### src/rtl/uart_pkg.sv
// Shared UART definitions: parity encodings, receiver states and data-width limits.
package uart_pkg;

    localparam logic [1:0] PAR_NONE = 2'd0;
    localparam logic [1:0] PAR_EVEN = 2'd1;
    localparam logic [1:0] PAR_ODD  = 2'd2;

    localparam logic [3:0] MIN_DATA_BITS = 4'd5;

    typedef enum logic [2:0] {
        RX_IDLE,
        RX_START,
        RX_DATA,
        RX_PARITY,
        RX_STOP1,
        RX_STOP2
    } rx_state_t;

    // Limit a requested data width to [MIN_DATA_BITS, max_bits].
    function automatic logic [3:0] clamp_data_bits(input logic [3:0] req, input logic [3:0] max_bits);
        logic [3:0] r;
        r = req;
        if (req < MIN_DATA_BITS) begin
            r = MIN_DATA_BITS;
        end else if (req > max_bits) begin
            r = max_bits;
        end
        return r;
    endfunction

endpackage

### src/rtl/uart_rx_phy_if.sv
// Valid/ready frame channel from the UART receiver holding register to its consumer.
interface uart_rx_phy_if #(
    parameter int unsigned MAX_DATA_BITS = 9
);
    logic                     out_valid;
    logic                     out_ready;
    logic [MAX_DATA_BITS-1:0] out_data;
    logic                     out_parity_err;
    logic                     out_frame_err;
    logic                     out_break;

    modport master (
        output out_valid, out_data, out_parity_err, out_frame_err, out_break,
        input  out_ready
    );

    modport slave (
        input  out_valid, out_data, out_parity_err, out_frame_err, out_break,
        output out_ready
    );
endinterface

### src/rtl/uart_baud_tick.sv
// Oversample tick generator: one tick every div+1 clocks while enabled.
module uart_baud_tick #(
    parameter int unsigned DIV_WIDTH = 16
) (
    input  logic                 clock,
    input  logic                 reset,
    input  logic                 en,
    input  logic [DIV_WIDTH-1:0] div,
    output logic                 tick
);
    logic [DIV_WIDTH-1:0] cnt;

    // Down-counter that reloads after reaching zero and is held at reload when disabled.
    always_ff @(posedge clock) begin
        if (reset) begin
            cnt <= '0;
        end else if (!en || cnt == '0) begin
            cnt <= div;
        end else begin
            cnt <= cnt - 1'b1;
        end
    end

    assign tick = en && (cnt == '0);
endmodule

### src/rtl/uart_rx_phy.sv
// Oversampling UART receiver with majority voting, error detection and a one-entry output register.
module uart_rx_phy
    import uart_pkg::*;
#(
    parameter int unsigned DIV_WIDTH     = 16,
    parameter int unsigned MAX_DATA_BITS = 9,
    parameter int unsigned OVERSAMPLE    = 16,
    parameter int unsigned SYNC_STAGES   = 2
) (
    input  logic                 clock,
    input  logic                 reset,
    input  logic                 rx,
    input  logic                 cfg_en,
    input  logic [DIV_WIDTH-1:0] cfg_div,
    input  logic [3:0]           cfg_data_bits,
    input  logic [1:0]           cfg_parity,
    input  logic                 cfg_stop2,
    uart_rx_phy_if.master        out_if,
    output logic                 overrun,
    output logic                 busy
);
    localparam int unsigned CNT_W = $clog2(OVERSAMPLE);
    localparam logic [CNT_W-1:0] S_LO   = CNT_W'(OVERSAMPLE/2 - 1);
    localparam logic [CNT_W-1:0] S_MID  = CNT_W'(OVERSAMPLE/2);
    localparam logic [CNT_W-1:0] S_HI   = CNT_W'(OVERSAMPLE/2 + 1);
    localparam logic [CNT_W-1:0] S_LAST = CNT_W'(OVERSAMPLE - 1);
    localparam logic [3:0]       MAX_BITS = 4'(MAX_DATA_BITS);

    logic [SYNC_STAGES-1:0]   sync_q;
    logic                     rxs, tick, bit_val;
    rx_state_t                state_q, state_d;
    logic                     armed_q, armed_d;
    logic [CNT_W-1:0]         samp_q, samp_d;
    logic [1:0]               vote_q, vote_d;
    logic [3:0]               idx_q, idx_d, nbits_q, nbits_d;
    logic [MAX_DATA_BITS-1:0] data_q, data_d;
    logic                     par_en_q, par_en_d, par_odd_q, par_odd_d, stop2_q, stop2_d;
    logic                     par_bit_q, par_bit_d, perr_q, perr_d, ferr_q, ferr_d;
    logic                     s1zero_q, s1zero_d;
    logic                     complete, cmp_break;

    // Bring the asynchronous line into the clock domain; idles high out of reset.
    always_ff @(posedge clock) begin
        if (reset) begin
            sync_q <= '1;
        end else begin
            sync_q <= {sync_q[SYNC_STAGES-2:0], rx};
        end
    end

    assign rxs = sync_q[SYNC_STAGES-1];

    uart_baud_tick #(.DIV_WIDTH(DIV_WIDTH)) u_tick (
        .clock (clock),
        .reset (reset),
        .en    (cfg_en),
        .div   (cfg_div),
        .tick  (tick)
    );

    assign bit_val = (vote_q[0] & vote_q[1]) | (vote_q[0] & rxs) | (vote_q[1] & rxs);
    assign busy    = (state_q != RX_IDLE);

    // Receiver state and per-frame datapath registers.
    always_ff @(posedge clock) begin
        if (reset) begin
            state_q   <= RX_IDLE;
            armed_q   <= 1'b0;
            samp_q    <= '0;
            vote_q    <= '0;
            idx_q     <= '0;
            nbits_q   <= MIN_DATA_BITS;
            data_q    <= '0;
            par_en_q  <= 1'b0;
            par_odd_q <= 1'b0;
            stop2_q   <= 1'b0;
            par_bit_q <= 1'b0;
            perr_q    <= 1'b0;
            ferr_q    <= 1'b0;
            s1zero_q  <= 1'b0;
        end else begin
            state_q   <= state_d;
            armed_q   <= armed_d;
            samp_q    <= samp_d;
            vote_q    <= vote_d;
            idx_q     <= idx_d;
            nbits_q   <= nbits_d;
            data_q    <= data_d;
            par_en_q  <= par_en_d;
            par_odd_q <= par_odd_d;
            stop2_q   <= stop2_d;
            par_bit_q <= par_bit_d;
            perr_q    <= perr_d;
            ferr_q    <= ferr_d;
            s1zero_q  <= s1zero_d;
        end
    end

    // Next-state: start detection, sample voting, bit decisions and frame completion.
    always_comb begin
        state_d   = state_q;
        armed_d   = armed_q;
        samp_d    = samp_q;
        vote_d    = vote_q;
        idx_d     = idx_q;
        nbits_d   = nbits_q;
        data_d    = data_q;
        par_en_d  = par_en_q;
        par_odd_d = par_odd_q;
        stop2_d   = stop2_q;
        par_bit_d = par_bit_q;
        perr_d    = perr_q;
        ferr_d    = ferr_q;
        s1zero_d  = s1zero_q;
        complete  = 1'b0;

        if (!cfg_en) begin
            state_d = RX_IDLE;
            armed_d = 1'b0;
        end else if (tick) begin
            if (state_q == RX_IDLE) begin
                if (rxs) begin
                    armed_d = 1'b1;
                end else if (armed_q) begin
                    state_d   = RX_START;
                    samp_d    = '0;
                    idx_d     = '0;
                    data_d    = '0;
                    par_bit_d = 1'b0;
                    perr_d    = 1'b0;
                    ferr_d    = 1'b0;
                    s1zero_d  = 1'b0;
                    nbits_d   = clamp_data_bits(cfg_data_bits, MAX_BITS);
                    par_en_d  = (cfg_parity == PAR_EVEN) || (cfg_parity == PAR_ODD);
                    par_odd_d = (cfg_parity == PAR_ODD);
                    stop2_d   = cfg_stop2;
                end
            end else begin
                samp_d = (samp_q == S_LAST) ? '0 : samp_q + 1'b1;
                if (samp_q == S_LO)  vote_d[0] = rxs;
                if (samp_q == S_MID) vote_d[1] = rxs;

                if (samp_q == S_HI) begin
                    case (state_q)
                        RX_START:  if (bit_val) state_d = RX_IDLE;
                        RX_DATA:   data_d[idx_q] = bit_val;
                        RX_PARITY: begin
                            par_bit_d = bit_val;
                            if (bit_val != ((^data_q) ^ par_odd_q)) perr_d = 1'b1;
                        end
                        RX_STOP1: begin
                            s1zero_d = !bit_val;
                            if (!bit_val) ferr_d = 1'b1;
                            if (!stop2_q) complete = 1'b1;
                        end
                        RX_STOP2: begin
                            if (!bit_val) ferr_d = 1'b1;
                            complete = 1'b1;
                        end
                        default: ;
                    endcase
                end

                if (samp_q == S_LAST) begin
                    case (state_q)
                        RX_START:  state_d = RX_DATA;
                        RX_DATA: begin
                            if (idx_q == nbits_q - 4'd1) begin
                                state_d = par_en_q ? RX_PARITY : RX_STOP1;
                            end else begin
                                idx_d = idx_q + 4'd1;
                            end
                        end
                        RX_PARITY: state_d = RX_STOP1;
                        RX_STOP1:  state_d = RX_STOP2;
                        default: ;
                    endcase
                end

                // Completion lands mid-stop-bit; a zero stop bit disarms until the line returns high.
                if (complete) begin
                    state_d = RX_IDLE;
                    if (ferr_d) armed_d = 1'b0;
                end
            end
        end
    end

    assign cmp_break = (data_q == '0) && !par_bit_q && s1zero_d;

    // One-entry holding register; a completion while full and not being drained is dropped.
    always_ff @(posedge clock) begin
        if (reset) begin
            out_if.out_valid      <= 1'b0;
            out_if.out_data       <= '0;
            out_if.out_parity_err <= 1'b0;
            out_if.out_frame_err  <= 1'b0;
            out_if.out_break      <= 1'b0;
            overrun               <= 1'b0;
        end else begin
            overrun <= 1'b0;
            if (complete) begin
                if (!out_if.out_valid || out_if.out_ready) begin
                    out_if.out_valid      <= 1'b1;
                    out_if.out_data       <= data_q;
                    out_if.out_parity_err <= perr_q;
                    out_if.out_frame_err  <= ferr_d;
                    out_if.out_break      <= cmp_break;
                end else begin
                    overrun <= 1'b1;
                end
            end else if (out_if.out_valid && out_if.out_ready) begin
                out_if.out_valid <= 1'b0;
            end
        end
    end
endmodule

### src/flat_wrapper.sv
// flat-port wrapper written by rule: the top's interface ports become plain ports
module uart_rx_phy_flat import uart_pkg::*;
#(
    parameter int unsigned DIV_WIDTH     = 16,
    parameter int unsigned MAX_DATA_BITS = 9,
    parameter int unsigned OVERSAMPLE    = 16,
    parameter int unsigned SYNC_STAGES   = 2
)
  (clock, reset, rx, cfg_en, cfg_div, cfg_data_bits, cfg_parity, cfg_stop2, overrun, busy, out_if_out_valid, out_if_out_data, out_if_out_parity_err, out_if_out_frame_err, out_if_out_break, out_if_out_ready);
  uart_rx_phy_if #(.MAX_DATA_BITS(MAX_DATA_BITS)) out_if_i ();
  input  logic clock;
  input  logic reset;
  input  logic rx;
  input  logic cfg_en;
  input  logic [DIV_WIDTH-1:0] cfg_div;
  input  logic [3:0] cfg_data_bits;
  input  logic [1:0] cfg_parity;
  input  logic cfg_stop2;
  output logic overrun;
  output logic busy;
  output wire logic [$bits(out_if_i.out_valid)-1:0] out_if_out_valid;
  output wire logic [$bits(out_if_i.out_data)-1:0] out_if_out_data;
  output wire logic [$bits(out_if_i.out_parity_err)-1:0] out_if_out_parity_err;
  output wire logic [$bits(out_if_i.out_frame_err)-1:0] out_if_out_frame_err;
  output wire logic [$bits(out_if_i.out_break)-1:0] out_if_out_break;
  input wire logic [$bits(out_if_i.out_ready)-1:0] out_if_out_ready;
  assign out_if_out_valid = out_if_i.out_valid;
  assign out_if_out_data = out_if_i.out_data;
  assign out_if_out_parity_err = out_if_i.out_parity_err;
  assign out_if_out_frame_err = out_if_i.out_frame_err;
  assign out_if_out_break = out_if_i.out_break;
  assign out_if_i.out_ready = out_if_out_ready;
  uart_rx_phy #(.DIV_WIDTH(DIV_WIDTH), .MAX_DATA_BITS(MAX_DATA_BITS), .OVERSAMPLE(OVERSAMPLE), .SYNC_STAGES(SYNC_STAGES)) u_core (.clock(clock), .reset(reset), .rx(rx), .cfg_en(cfg_en), .cfg_div(cfg_div), .cfg_data_bits(cfg_data_bits), .cfg_parity(cfg_parity), .cfg_stop2(cfg_stop2), .out_if(out_if_i), .overrun(overrun), .busy(busy));
endmodule
### config.mk
export PLATFORM = sky130hd
export DESIGN_NAME = uart_rx_phy_flat
export DESIGN_NICKNAME = d
export VERILOG_FILES = /design/src/rtl/uart_pkg.sv /design/src/rtl/uart_rx_phy_if.sv /design/src/rtl/uart_baud_tick.sv /design/src/rtl/uart_rx_phy.sv /design/src/flat_wrapper.sv
export SDC_FILE = /design/constraint.sdc
export NUM_CORES = 1
export LEC_CHECK = 0
export CORE_MARGIN = 1
export CORE_UTILIZATION = 30
export DETAILED_ROUTE_END_ITERATION = 6
export PLACE_DENSITY_LB_ADDON = 0.05
export SLEW_MARGIN = 10
export SYNTH_ARGS = -nofsm -noshare
export SYNTH_HDL_FRONTEND = slang
export SYNTH_SLANG_ARGS = --single-unit
### constraint.sdc
create_clock -name clock -period 2.9 [get_ports clock]
set_input_delay 0.435 -clock clock [delete_from_list [all_inputs] [get_ports clock]]
set_output_delay 0.435 -clock clock [all_outputs]
set_load 0.01 [all_outputs]
==> results.md <==
- Crit path depth: 7
- Count of cell types in the netlist: 55
- Failing checks: design-rule violations
- Post-synthesis adder-cell area fraction: 0.0516
- DRC viols: 4
- Fillers: 1,210
- Die area: 12,400 um2
- Most frequent cells in the layout: 66 x dfxtp_1, 49 x nor2_1, 48 x nand2_1
- Status: finished with violations
- Met2 wire length: 4420 um
- Leakage: 1.54 nW
- I/O Pins: 43
- Post-synthesis compound-gate area fraction: 0.167
- Row count: 39
- Worst-Margin Slew: 794 ps
- Tcrit/Tclk final: 0.818
- Seq/Total Area, Yosys: 0.368
- Wirelength per Cell: 15.3 um
- CP Cell Sequence: inv_1 > ha_1 > nor2b_1 > nand4_4 > or4_1 > or3_1 > a21oi_2
- CP Launch Type: flip-flop
- Synth Area in XOR/XNOR: 0.0628
- CP Buf/Inv Count: 1
- CP top delay family: simple AND/OR/NAND/NOR gates
- Predominant post-synthesis flop cell: dfxtp_1
- DP Cell Count: 613
- Largest family of logic cells by synthesized area: simple AND/OR/NAND/NOR gates
- Clk buf depth: 2
- Final Skew: 5.15 ps
- Async set or reset register ratio after synthesis: 0
- Synth Area in Simple Gates: 0.282
- DRT Wirelength: 9630 um
- Worst hold path class: reg2reg
- Max-cap violations: 0
- Synthesized cell area: 3590 um2
- Slew headroom: 0.471
- Nets: 523
- Die Ht: 111 um
- Crit-path max cell delay: 650 ps
- CTS sink count: 66
- Core Footprint: 11,500 um2
- Initial Utilization: 0.311
- Power Dens Cells: 515 nW/um2
- Clock Pin Slew Worst Setup and Hold Paths: 60 ps
- Synth warn: 0
- Hold path depth: 1
- Inserted Diodes: 0
- Initial antenna violation count: 0
- Crit end category: flip-flop
- Antenna Nets Post-Route: 0
- Fmax: 0.421 GHz
- Worst r2r path cells: 7
- Mux cell area share after synthesis: 0.0140
- Vias in the first global route: 3,120
- Pre-antenna DRT Iters: 6
- Via density: 4.94
- Largest net degree at the start of global routing: 41
- Worst IR Drop VDD: 0.295 mV
- Hold Violations, Final: 0
- Total GRT Usage: 0.166
- TNS Setup: 0 ps
- Kind of critical path: reg2reg
- CTS tree: yes
- Post-synth EDFFs: 0
- Met1 wire length: 4830 um
- Crit path arrival time: 2650 ps
- Setup-failing EPs final: 0
- Final Instance Count excl. Fillers: 628
- RePlAce Congestion: 0.793
- WL met3: 270 um
- Worst-path fanout max: 6
- Root buffer cell: clkbuf_16
- Post-CTS Hold Buffers: 0
- H-tree depth: 3
- Syn_area_per_cell: 8.00 um2
- Post-synthesis register bit count: 66
- Initial DRC count: 138
- Most common cell after layout, fill and taps aside: dfxtp_1
- Syn Nets: 490
- Tmin final: 2370 ps
- Share of cells above drive strength 1: 0.0742
- First-pass GRT wire length: 16,000 um
- Layout area overhead: 23.3%
- Chip Width: 111 um
- Vias after detailed routing: 3,105
- Highest routed layer: met4
- Gr ovfl total: 0
- CTS buffer count: 9
- Final HPWL from detailed placement: 7300 um
- Slowest CP cell: or4_1
- Slew Viols, Final: 0
- Worst EP required: 3170 ps
- # resized after CTS: 0
- Post-CTS Setup Inserts: 0
- Clk_lat worst skew: 340 ps
- I/O Buffers: 42
- Gate Count Post-Synth: 448
- Unrepaired setup endpoints after global routing: no
## power by group
part / switching [mW] / internal [mW] / leakage (nW) / total (mW)
clock: 0.391 / 0.729 / 0.152 / 1.12
sequential: 0.0305 / 0.930 / 0.536 / 0.960
combinational: 0.104 / 0.0953 / 0.856 / 0.199
total: 0.525 / 1.75 / 1.54 / 2.28
## logic make-up after synthesis
kind of cell,after synthesis
adders and majority gates,15
buffers and inverters,49
AOI/OAI and AO/OA,98
and+or+nand+nor,191
muxes,5
xor gates and xnor gates,24
DFF,66
## per-stage QoR
stage | instance area (um2) | setup slack [ps] | total power, mW | hold slack, ps | utilization
2_1_floorplan | 3590 | 744 | 1.10 | 389 | -
3_3_place_gp | 4120 | 468 | 1.18 | 397 | 0.358
3_5_place_dp | 4120 | 405 | 1.18 | 397 | 0.358
4_1_cts | 4420 | 516 | 2.31 | 409 | 0.384
5_1_grt | 4420 | 284 | 2.38 | 420 | 0.384
6_report | 4420 | 527 | 2.28 | 407 | 0.384
## area by class of cell
class,count,area (um2),area share
sequential,66,1320,0.299
multi-input combinational,333,2070,0.469
clock inverter,2,35.0,0.00792
clock buffer,13,270,0.0611
inverter,24,90.1,0.0204
timing repair buffer,47,453,0.102
tap,143,179,0.0405
## synth_stat cells, types with 7 or more instances
master	number	area (um2)
nor3_1	17	85.1
clkbuf_1	19	71.3
and3_1	7	43.8
nand3_1	15	75.1
a211oi_1	16	120
nand2_1	48	180
nand2b_1	9	56.3
xnor2_1	17	149
o21ai_0	26	130
dfxtp_1	66	1320
nor2_1	49	184
ha_1	14	175
a21oi_1	32	160
inv_1	24	90.1
## routing by layer
layer,global-route usage,vias up
met5,0,-
met4,0.0495,0
met3,0.0392,9
met2,0.268,38
met1,0.219,1432
li1,-,1626
## worst reg2reg max path: stages (launching register included)
cell	delay (ps)
dfxtp_1	330
inv_1	80
ha_1	260
nor2b_1	290
nand4_4	190
or4_1	660
or3_1	360
a21oi_2	140
## worst paths after layout
| kind | from | end | slack, ps |
|---|---|---|---|
| min reg2reg | u_core.sync_q[0] | u_core.sync_q[1] | 410 |
| min | u_core.sync_q[0] | u_core.sync_q[1] | 410 |
| max reg2reg | u_core.u_tick.cnt[0] | u_core.idx_q[0] | 530 |
| max | u_core.u_tick.cnt[0] | u_core.idx_q[0] | 530 |
## flip-flops by register name, indices dropped and copies added, names as in the netlist, 2 cells and up
name                    flops
u_core.u_tick.cnt          16
u_core.idx_q                4
u_core.vote_q               2
u_core.out_if.out_data      9
u_core.state_q              3
u_core.nbits_q              4
u_core.data_q               9
u_core.samp_q               4
u_core.sync_q               2
(Power assumes the default switching activity.)
